$ cat src/rtl/reg_dump_ctrl_if.sv
`default_nettype none
// ============================================================================
//  Module   : reg_dump_ctrl_if
//  Purpose  : Bundle of the control, register-file read-port and output
//             valid/ready signals used by the register dump engine.
//  Revision : 1.0 - initial release
// ============================================================================
interface reg_dump_ctrl_if #(
  parameter int DEPTH = 4,
  parameter int WIDTH = 32
);
  logic             start;
  logic             abort;
  logic [DEPTH-1:0] first_addr;
  logic [DEPTH-1:0] last_addr;
  logic [DEPTH-1:0] rf_addr;
  logic [WIDTH-1:0] rf_data;
  logic             out_valid;
  logic             out_ready;
  logic [WIDTH-1:0] out_data;
  logic [DEPTH-1:0] out_addr;
  logic             busy;
  logic             done;

  // Dump engine side
  modport master (
    input  start, abort, first_addr, last_addr, rf_data, out_ready,
    output rf_addr, out_valid, out_data, out_addr, busy, done
  );

  // Requester / register file / consumer side
  modport slave (
    output start, abort, first_addr, last_addr, rf_data, out_ready,
    input  rf_addr, out_valid, out_data, out_addr, busy, done
  );
endinterface
`default_nettype wire

$ cat src/rtl/reg_dump_ctrl.sv
`default_nettype none
// ============================================================================
//  Module   : reg_dump_ctrl
//  Purpose  : Sweeps an inclusive, wrapping address range of the register
//             file read port and streams (address, data) pairs downstream
//             over a valid/ready handshake.
//  Revision : 1.0 - initial release
// ============================================================================
module reg_dump_ctrl #(
  parameter int DEPTH = 4,
  parameter int WIDTH = 32
) (
  input  wire              clk,
  input  wire              rst,
  reg_dump_ctrl_if.master  bus
);

  typedef enum logic [1:0] {
    S_IDLE    = 2'd0,
    S_READ    = 2'd1,
    S_PRESENT = 2'd2,
    S_FIN     = 2'd3
  } state_t;

  localparam logic [DEPTH:0] c_one = (DEPTH+1)'(1);

  state_t           r_state;
  logic [DEPTH:0]   r_remaining;
  logic [DEPTH-1:0] r_rf_addr;
  logic [WIDTH-1:0] r_out_data;
  logic [DEPTH-1:0] r_out_addr;
  logic             r_out_valid;
  logic             r_busy;
  logic             r_done;

  logic [DEPTH-1:0] w_span;
  logic [DEPTH:0]   w_count;
  logic             w_handshake;

  // Word count of the requested range; the subtraction wraps so last<first
  // runs through the top of the file and first==last+1 covers every entry.
  assign w_span      = bus.last_addr - bus.first_addr;
  assign w_count     = {1'b0, w_span} + c_one;
  assign w_handshake = r_out_valid && bus.out_ready;

  // Sweep sequencer with all outputs registered. The range bounds are not
  // kept: the start address lives on in r_rf_addr and the end is implied by
  // r_remaining.
  always_ff @(posedge clk or posedge rst) begin
    if (rst) begin
      r_state     <= S_IDLE;
      r_remaining <= '0;
      r_rf_addr   <= '0;
      r_out_data  <= '0;
      r_out_addr  <= '0;
      r_out_valid <= 1'b0;
      r_busy      <= 1'b0;
      r_done      <= 1'b0;
    end else begin
      r_done <= 1'b0;
      case (r_state)
        S_IDLE: begin
          if (bus.start) begin
            r_rf_addr   <= bus.first_addr;
            r_remaining <= w_count;
            r_busy      <= 1'b1;
            r_state     <= S_READ;
          end
        end
        S_READ: begin
          if (bus.abort) begin
            r_busy  <= 1'b0;
            r_state <= S_IDLE;
          end else begin
            // Snapshot: later register writes cannot disturb this word.
            r_out_data  <= bus.rf_data;
            r_out_addr  <= r_rf_addr;
            r_out_valid <= 1'b1;
            r_state     <= S_PRESENT;
          end
        end
        S_PRESENT: begin
          if (bus.abort) begin
            r_out_valid <= 1'b0;
            r_busy      <= 1'b0;
            r_state     <= S_IDLE;
          end else if (w_handshake) begin
            r_out_valid <= 1'b0;
            if (r_remaining > c_one) begin
              r_remaining <= r_remaining - c_one;
              r_rf_addr   <= r_rf_addr + DEPTH'(1);
              r_state     <= S_READ;
            end else begin
              r_done  <= 1'b1;
              r_state <= S_FIN;
            end
          end
        end
        S_FIN: begin
          r_busy  <= 1'b0;
          r_state <= S_IDLE;
        end
        default: begin
          r_out_valid <= 1'b0;
          r_busy      <= 1'b0;
          r_state     <= S_IDLE;
        end
      endcase
    end
  end

  assign bus.rf_addr   = r_rf_addr;
  assign bus.out_valid = r_out_valid;
  assign bus.out_data  = r_out_data;
  assign bus.out_addr  = r_out_addr;
  assign bus.busy      = r_busy;
  assign bus.done      = r_done;

endmodule
`default_nettype wire

$ cat src/flat_wrapper.sv
// flat-port wrapper written by rule: the top's interface ports become plain ports
module reg_dump_ctrl_flat 
#(
  parameter int DEPTH = 4,
  parameter int WIDTH = 32
)
  (clk, rst, bus_start, bus_abort, bus_first_addr, bus_last_addr, bus_rf_data, bus_out_ready, bus_rf_addr, bus_out_valid, bus_out_data, bus_out_addr, bus_busy, bus_done);
  reg_dump_ctrl_if #(.DEPTH(DEPTH), .WIDTH(WIDTH)) bus_i ();
  input  wire clk;
  input  wire rst;
  input wire logic [$bits(bus_i.start)-1:0] bus_start;
  input wire logic [$bits(bus_i.abort)-1:0] bus_abort;
  input wire logic [$bits(bus_i.first_addr)-1:0] bus_first_addr;
  input wire logic [$bits(bus_i.last_addr)-1:0] bus_last_addr;
  input wire logic [$bits(bus_i.rf_data)-1:0] bus_rf_data;
  input wire logic [$bits(bus_i.out_ready)-1:0] bus_out_ready;
  output wire logic [$bits(bus_i.rf_addr)-1:0] bus_rf_addr;
  output wire logic [$bits(bus_i.out_valid)-1:0] bus_out_valid;
  output wire logic [$bits(bus_i.out_data)-1:0] bus_out_data;
  output wire logic [$bits(bus_i.out_addr)-1:0] bus_out_addr;
  output wire logic [$bits(bus_i.busy)-1:0] bus_busy;
  output wire logic [$bits(bus_i.done)-1:0] bus_done;
  assign bus_i.start = bus_start;
  assign bus_i.abort = bus_abort;
  assign bus_i.first_addr = bus_first_addr;
  assign bus_i.last_addr = bus_last_addr;
  assign bus_i.rf_data = bus_rf_data;
  assign bus_i.out_ready = bus_out_ready;
  assign bus_rf_addr = bus_i.rf_addr;
  assign bus_out_valid = bus_i.out_valid;
  assign bus_out_data = bus_i.out_data;
  assign bus_out_addr = bus_i.out_addr;
  assign bus_busy = bus_i.busy;
  assign bus_done = bus_i.done;
  reg_dump_ctrl #(.DEPTH(DEPTH), .WIDTH(WIDTH)) u_core (.clk(clk), .rst(rst), .bus(bus_i));
endmodule
$ cat config.mk
export PLATFORM = sky130hd
export DESIGN_NAME = reg_dump_ctrl_flat
export DESIGN_NICKNAME = d
export VERILOG_FILES = /design/src/rtl/reg_dump_ctrl_if.sv /design/src/rtl/reg_dump_ctrl.sv /design/src/flat_wrapper.sv
export SDC_FILE = /design/constraint.sdc
export NUM_CORES = 1
export LEC_CHECK = 0
export BUFFER_PORTS_ARGS = -buffer_cell sky130_fd_sc_hd__buf_2
export CAP_MARGIN = 25
export CORE_MARGIN = 2
export CORE_UTILIZATION = 49
export DETAILED_ROUTE_END_ITERATION = 10
export PLACE_DENSITY = 0.8
export SKIP_CTS_REPAIR_TIMING = 1
export SLEW_MARGIN = 20
export SYNTH_ARGS = -nofsm -noshare
export SYNTH_HDL_FRONTEND = slang
export SYNTH_SLANG_ARGS = --single-unit
$ cat constraint.sdc
create_clock -name clk -period 2 [get_ports clk]
set_input_delay 0.2 -clock clk [delete_from_list [all_inputs] [get_ports clk]]
set_output_delay 0.2 -clock clk [all_outputs]
set_load 0.02 [all_outputs]
* After elaboration in Yosys (flattened, before gate mapping)
Index checks and enable logic that the tools add are counted.
** Operators by class
- Add/subtract/negate cells :: 4
- Order comparisons :: 1
- Eq/ne operators :: 10
- Muxes and demuxes :: 27
- Bitwise gates (word level) :: 1
- Reduce and logical (&&, ||, !) cells :: 10
** Operators by type and width (number)
- $mux 5 :: 4
- $mux 4 :: 4
- $mux 2 :: 5
- $pmux 5 s2 :: 1
- $mux 1 :: 9
- $pmux 2 s4 :: 1
- $pmux 4 s2 :: 1
- $ne 2x1->1 const B :: 3
- $ne 2x2->1 const B :: 3
- $reduce_and 2->1 :: 3
- $add 4x1->5 const B :: 1
- $gt 5x1->1 const B :: 1
- $reduce_and 5->1 :: 1
- $sub 5x1->5 const B :: 1
- $add 4x1->4 const B :: 1
- $eq 2x2->1 const B :: 2
- $reduce_bool 2->1 :: 2
- $sub 4x4->4 :: 1
- $ne 3x2->1 const B :: 1
- $pmux 1 s3 :: 1
- $reduce_and 3->1 :: 1
- $eq 2x1->1 const B :: 1
- $logic_not 2->1 :: 1
- $pmux 1 s2 :: 1
- other kinds (3) :: 3
** Word-level totals
- Bits in registers :: 50
- Output and inout bits :: 43
- Word-level logic and storage cells :: 61

* Longest topological paths before layout
- Word-level depth :: 5
- Gate-level depth with buffers :: 9
- Depth with buffers taken out :: 9

* Worst setup path after synthesis
OpenSTA, ideal clock, no wires.
- Path kind :: in2reg
- Start point :: input port bus_last_addr[0]
- End point :: register u_core.r_remaining[2]
- Arrival time :: 1.580 ns
- Data required time :: 1.879 ns
- Path slack :: 0.299 ns
- Stages :: 9
- Buffers on the path :: 0
- Cell sequence :: inv_1 > ha_1 > inv_1 > fa_1 > ha_1 > xor2_1 > nor2_1 > a31oi_1 > o22a_1
** Between the ends
- Cells in the longest elaborated chain, start to end :: 4
** Ends and longest elaborated chain
- start, declared :: line flat_wrapper.sv:14 : input wire logic [$bits(bus_i.last_addr)-1:0] bus_last_addr;
- $sub 4x4->4 :: line reg_dump_ctrl.sv:42 : assign w_span = bus.last_addr - bus.first_addr;
- $add 4x1->5 :: line reg_dump_ctrl.sv:43 : assign w_count = {1'b0, w_span} + c_one;
- $mux 5 :: line reg_dump_ctrl.sv:63 : if (bus.start) begin
- $pmux 5 s2 :: line reg_dump_ctrl.sv:61 : case (r_state)
- end signal, assigned :: line reg_dump_ctrl.sv:65 : r_remaining <= w_count;
- end signal, assigned :: line reg_dump_ctrl.sv:90 : r_remaining <= r_remaining - c_one;
- end, declared :: line reg_dump_ctrl.sv:28 : logic [DEPTH:0] r_remaining;
Every way passes these cells. The select of a mux whose other input is x is not followed.
A chain may end at the register's enable or synchronous reset.

* Final worst setup path
- Start point :: register u_core.r_state[0]
- End point :: register u_core.r_rf_addr[0] (netlist: u_core.bus.rf_addr[0])
** Between the ends
- Cells in the longest elaborated chain, start to end :: 3
** Ends and longest elaborated chain
- start, declared :: line reg_dump_ctrl.sv:27 : state_t r_state;
- start signal, assigned :: line reg_dump_ctrl.sv:51 : r_state <= S_IDLE;
- start signal, assigned :: line reg_dump_ctrl.sv:67 : r_state <= S_READ;
- start signal, assigned :: line reg_dump_ctrl.sv:73 : r_state <= S_IDLE;
- $eq 2x2->1 or $logic_not 2->1 (tied branches) :: line reg_dump_ctrl.sv:61
- $ne 2x1->1 (no line) (tied with other cells)
- $reduce_and 5->1 (no line)
- end signal, assigned :: line reg_dump_ctrl.sv:64 : r_rf_addr <= bus.first_addr;
- end signal, assigned :: line reg_dump_ctrl.sv:91 : r_rf_addr <= r_rf_addr + DEPTH'(1);
- end, declared :: line reg_dump_ctrl.sv:29 : logic [DEPTH-1:0] r_rf_addr;
Parallel ways exist; a longest one is shown, timed or not.

==> results.md <==
- Final design utilization: 64.0%
- Power Density: 1610 nW/um^2
- FP Rows: 25
- Gate Count Post-Synth: 192
- First-pass GRT wire length: 6950 um
- Crit path max fanout: 14
- Most common cell on crit path: inv_1
- Layout Skew: 9.85 ps
- Cts bufs inserted: 5
- Insertion delay to the later sink of the worst-skew pair: 300 ps
- Die W: 73.7 um
- Tightest Hold Check Type: input port to flip-flop
- Synthesized area: 2380 um^2
- Clock sinks: 50
- Residual DRC count: 0
- GRT Overall Usage: 16.4%
- Hold Crit Start: bus_rf_data[22]
- Worst Hold Path EP: u_core.bus.out_data[22]
- Core area: 4690 um^2
- Sequence of cells on the critical path: inv_1 -> ha_1 -> inv_1 -> and3_1 -> a21oi_4 -> buf_4 -> o21bai_1 -> mux2i_1
- CTS tree: done
- Post-Synth Adder-Cell Area: 6.62%
- Required time worst endpoint: 2180 ps
- WHS: 122 ps
- Final Hold Violating Endpoints: 0
- RR Endpoint: u_core.bus.rf_addr[0]
- Setup CP Type: flip-flop to flip-flop
- Worst-margin pin slew: 353 ps
- Max-slew violations: 0
- Crit path launch type: flip-flop
- TritonRoute pass-1 iters: 4
- Final nets: 343
- Initial antenna violation count: 0
- Share of layout cells above drive strength 1: 50.3%
- Main combinational cell family by area after synthesis: multiplexers
- Crit path DAT: 2070 ps
- Flops & latches, synth: 50
- Setup_tns: 0 ps
- Slowest CP cell: dfrtp_1
- Peak VDD IR: 0.692 mV
- Mean post-synth cell area: 12.4 um^2
- I/O Buffers: 87
- Routed wl met2: 2420 um
- Die ar.: 5430 um^2
- Post-Synth Simple-Gate Area: 7.57%
- Compound-Gate Fraction of Synth Area: 8.78%
- CP startpoint: u_core.r_state[0]
- DRT antenna net count: 0
- Reg2reg setup slack: 120 ps
- Initial Util: 50.7%
- Final Setup Violations: 0
- P_leak: 0.00148 uW
- Dpl hpwl: 3580 um
- I/O pins: 88
- Area Overhead vs Synth: 26.2%
- Yosys warns: 0
- Fmax: 531 MHz
- Tmin final: 1880 ps
- Post-Synth XOR/XNOR Area: 1.84%
- Met3 wire length: 232 um
- Hold path cells: 2
- Reg2Reg Depth: 8
- Total gr overflow: 0
- Final Cycle Share: 94.2%
- Syn_nets: 249
- Vias in the first global route: 1,597
- Initial drt markers: 82
- Multiplexer share of the synthesized area: 18.8%
- H-tree lvl count: 2
- Synth area leader: dfrtp_1
- Die height: 73.7 um
- Drt wl/cell: 13.9 um
- Clock transition at the registers of the reported paths: 90 ps
- Critical Path Max Stage Delay: 400 ps
- R2R Path Start: u_core.r_state[0]
- CP endpoint kind: flip-flop
- M1 WL: 2020 um
- Max Cap Viol: 0
- Fillers: 385
- Number of library cell types mapped by synthesis: 37
- CTS root buffer: clkbuf_8
- Synth top area cells: dfrtp_1 (53%), mux2_2 (18%), ha_1 (5.8%), inv_1 (2.4%), a21oi_1 (2.1%)
- Ant. Diodes: 0
- Routed vias: 1,780
- Post-synthesis sequential area ratio: 52.5%
- CP Buf/Inv Count: 3
- Vias per Instance: 5.24
- Cell family with most CP delay: compound AO/OA/AOI/OAI gates
- Unrepaired setup endpoints after global routing: false
- Yosys top cell area share: 52.5%
- Largest net degree at the start of global routing: 36
- Max-slew headroom: 76.4%
- Status: finished clean
- Routability congestion estimate: 0.853
- WL final: 4740 um
- Top layer reached by signal wires: met4
- Clock buffer depth: 2
## where the power goes
group | switching (uW) | internal, uW | total (uW)
Combinational | 1360 | 1090 | 2450
Sequential | 317 | 1520 | 1830
Clock | 321 | 240 | 561
Total | 2000 | 2850 | 4840
## through the flow
stage / std cells / total power [uW] / setup slack (ps) / cell area, um^2
2_1_floorplan: 192 / 3530 / 299 / 2380
3_3_place_gp: 332 / 4240 / 155 / 2910
3_5_place_dp: 332 / 4320 / 127 / 2910
4_1_cts: 339 / 4890 / 116 / 2990
5_1_grt: 340 / 5160 / 9.36 / 3000
6_report: 340 / 4840 / 116 / 3000
## cell type report
type | instances | area (um^2) | area share [%]
flip-flops and latches | 50 | 1250 | 41.6
multi-input cells | 120 | 1050 | 34.8
repair buffers | 94 | 503 | 16.7
clock buffers | 6 | 72.6 | 2.42
well taps | 54 | 67.6 | 2.25
inverters | 15 | 56.3 | 1.87
clock inverters | 1 | 7.51 | 0.250
## registers in the layout (all words and copies together), names as in the netlist
signal                count
u_core.bus.out_valid      1
u_core.r_state            2
u_core.bus.done           1
u_core.bus.rf_addr        4
u_core.r_remaining        5
u_core.bus.out_data      32
u_core.bus.busy           1
u_core.bus.out_addr       4
## worst register-to-register path: cells and delay by family (launching register included)
family | cells | cell delay, ps
compound gates | 2 | 420
flops | 1 | 400
buf+inv | 3 | 390
fa+ha+maj | 1 | 250
simple gates | 1 | 220
mux | 1 | 80
## cells by family (layout without fill, tap and decap cells)
family / Yosys count / after routing
AOI/OAI and AO/OA: 31 / 31
xor gates and xnor gates: 5 / 5
adders and majority gates: 12 / 12
buffers and inverters: 22 / 116
DFF: 50 / 50
muxes: 40 / 40
and+or+nand+nor: 32 / 32
## metal layers
layer / track usage [%] / vias up
met5: 0 / -
met4: 4.85 / 0
met3: 3.57 / 5
met2: 30.0 / 48
met1: 19.2 / 870
li1: - / 857
## worst max path at each step
stage	end	slack, ps	cells after the start
after floorplan	u_core.r_remaining[2]	300	9
after global placement	u_core.r_remaining[3]	160	9
after detailed placement	u_core.bus.rf_addr[0]	130	8
after CTS	u_core.bus.rf_addr[0]	120	8
after global routing	u_core.bus.rf_addr[0]	9	8
final	u_core.bus.rf_addr[0]	120	8
## synth_stat cells, drive strengths merged
cell type / count
o21ai: 7
nor4: 2
nand3: 4
nand2: 8
and2b: 1
a211o: 3
mux2: 38
o21a: 2
nor2: 10
nand4: 1
buf: 5
nor3: 2
dfrtp: 50
and3: 1
or4: 1
a21oi: 11
o32a: 1
a31oi: 2
xor2: 3
o22a: 2
nor2b: 1
ha: 11
fa: 1
a211oi: 1
clkbuf: 2
xnor2: 2
a22oi: 1
nand4b: 1
mux2i: 2
inv: 15
o21bai: 1
## cells in the final DEF, fill, tap and decap left out, types with 2 or more instances in the layout
| cell | netlist | final |
|---|---|---|
| o21a_1 | 2 | 2 |
| a31oi_1 | 2 | 2 |
| xnor2_1 | 2 | 2 |
| nor2_1 | 9 | 9 |
| nand2_1 | 8 | 8 |
| nor4_1 | 2 | 2 |
| a21oi_1 | 10 | 10 |
| mux2i_1 | 2 | 2 |
| o21ai_0 | 3 | 3 |
| mux2_2 | 38 | 38 |
| buf_4 | 1 | 5 |
| inv_1 | 15 | 14 |
| clkbuf_8 | 0 | 5 |
| ha_1 | 11 | 11 |
| o22a_1 | 2 | 2 |
| nand3_1 | 4 | 4 |
| a211o_1 | 3 | 3 |
| buf_2 | 4 | 87 |
| dfrtp_1 | 50 | 50 |
| o21ai_1 | 3 | 3 |
| xor2_1 | 3 | 3 |
Note: power is estimated with default switching activity, not from simulation.
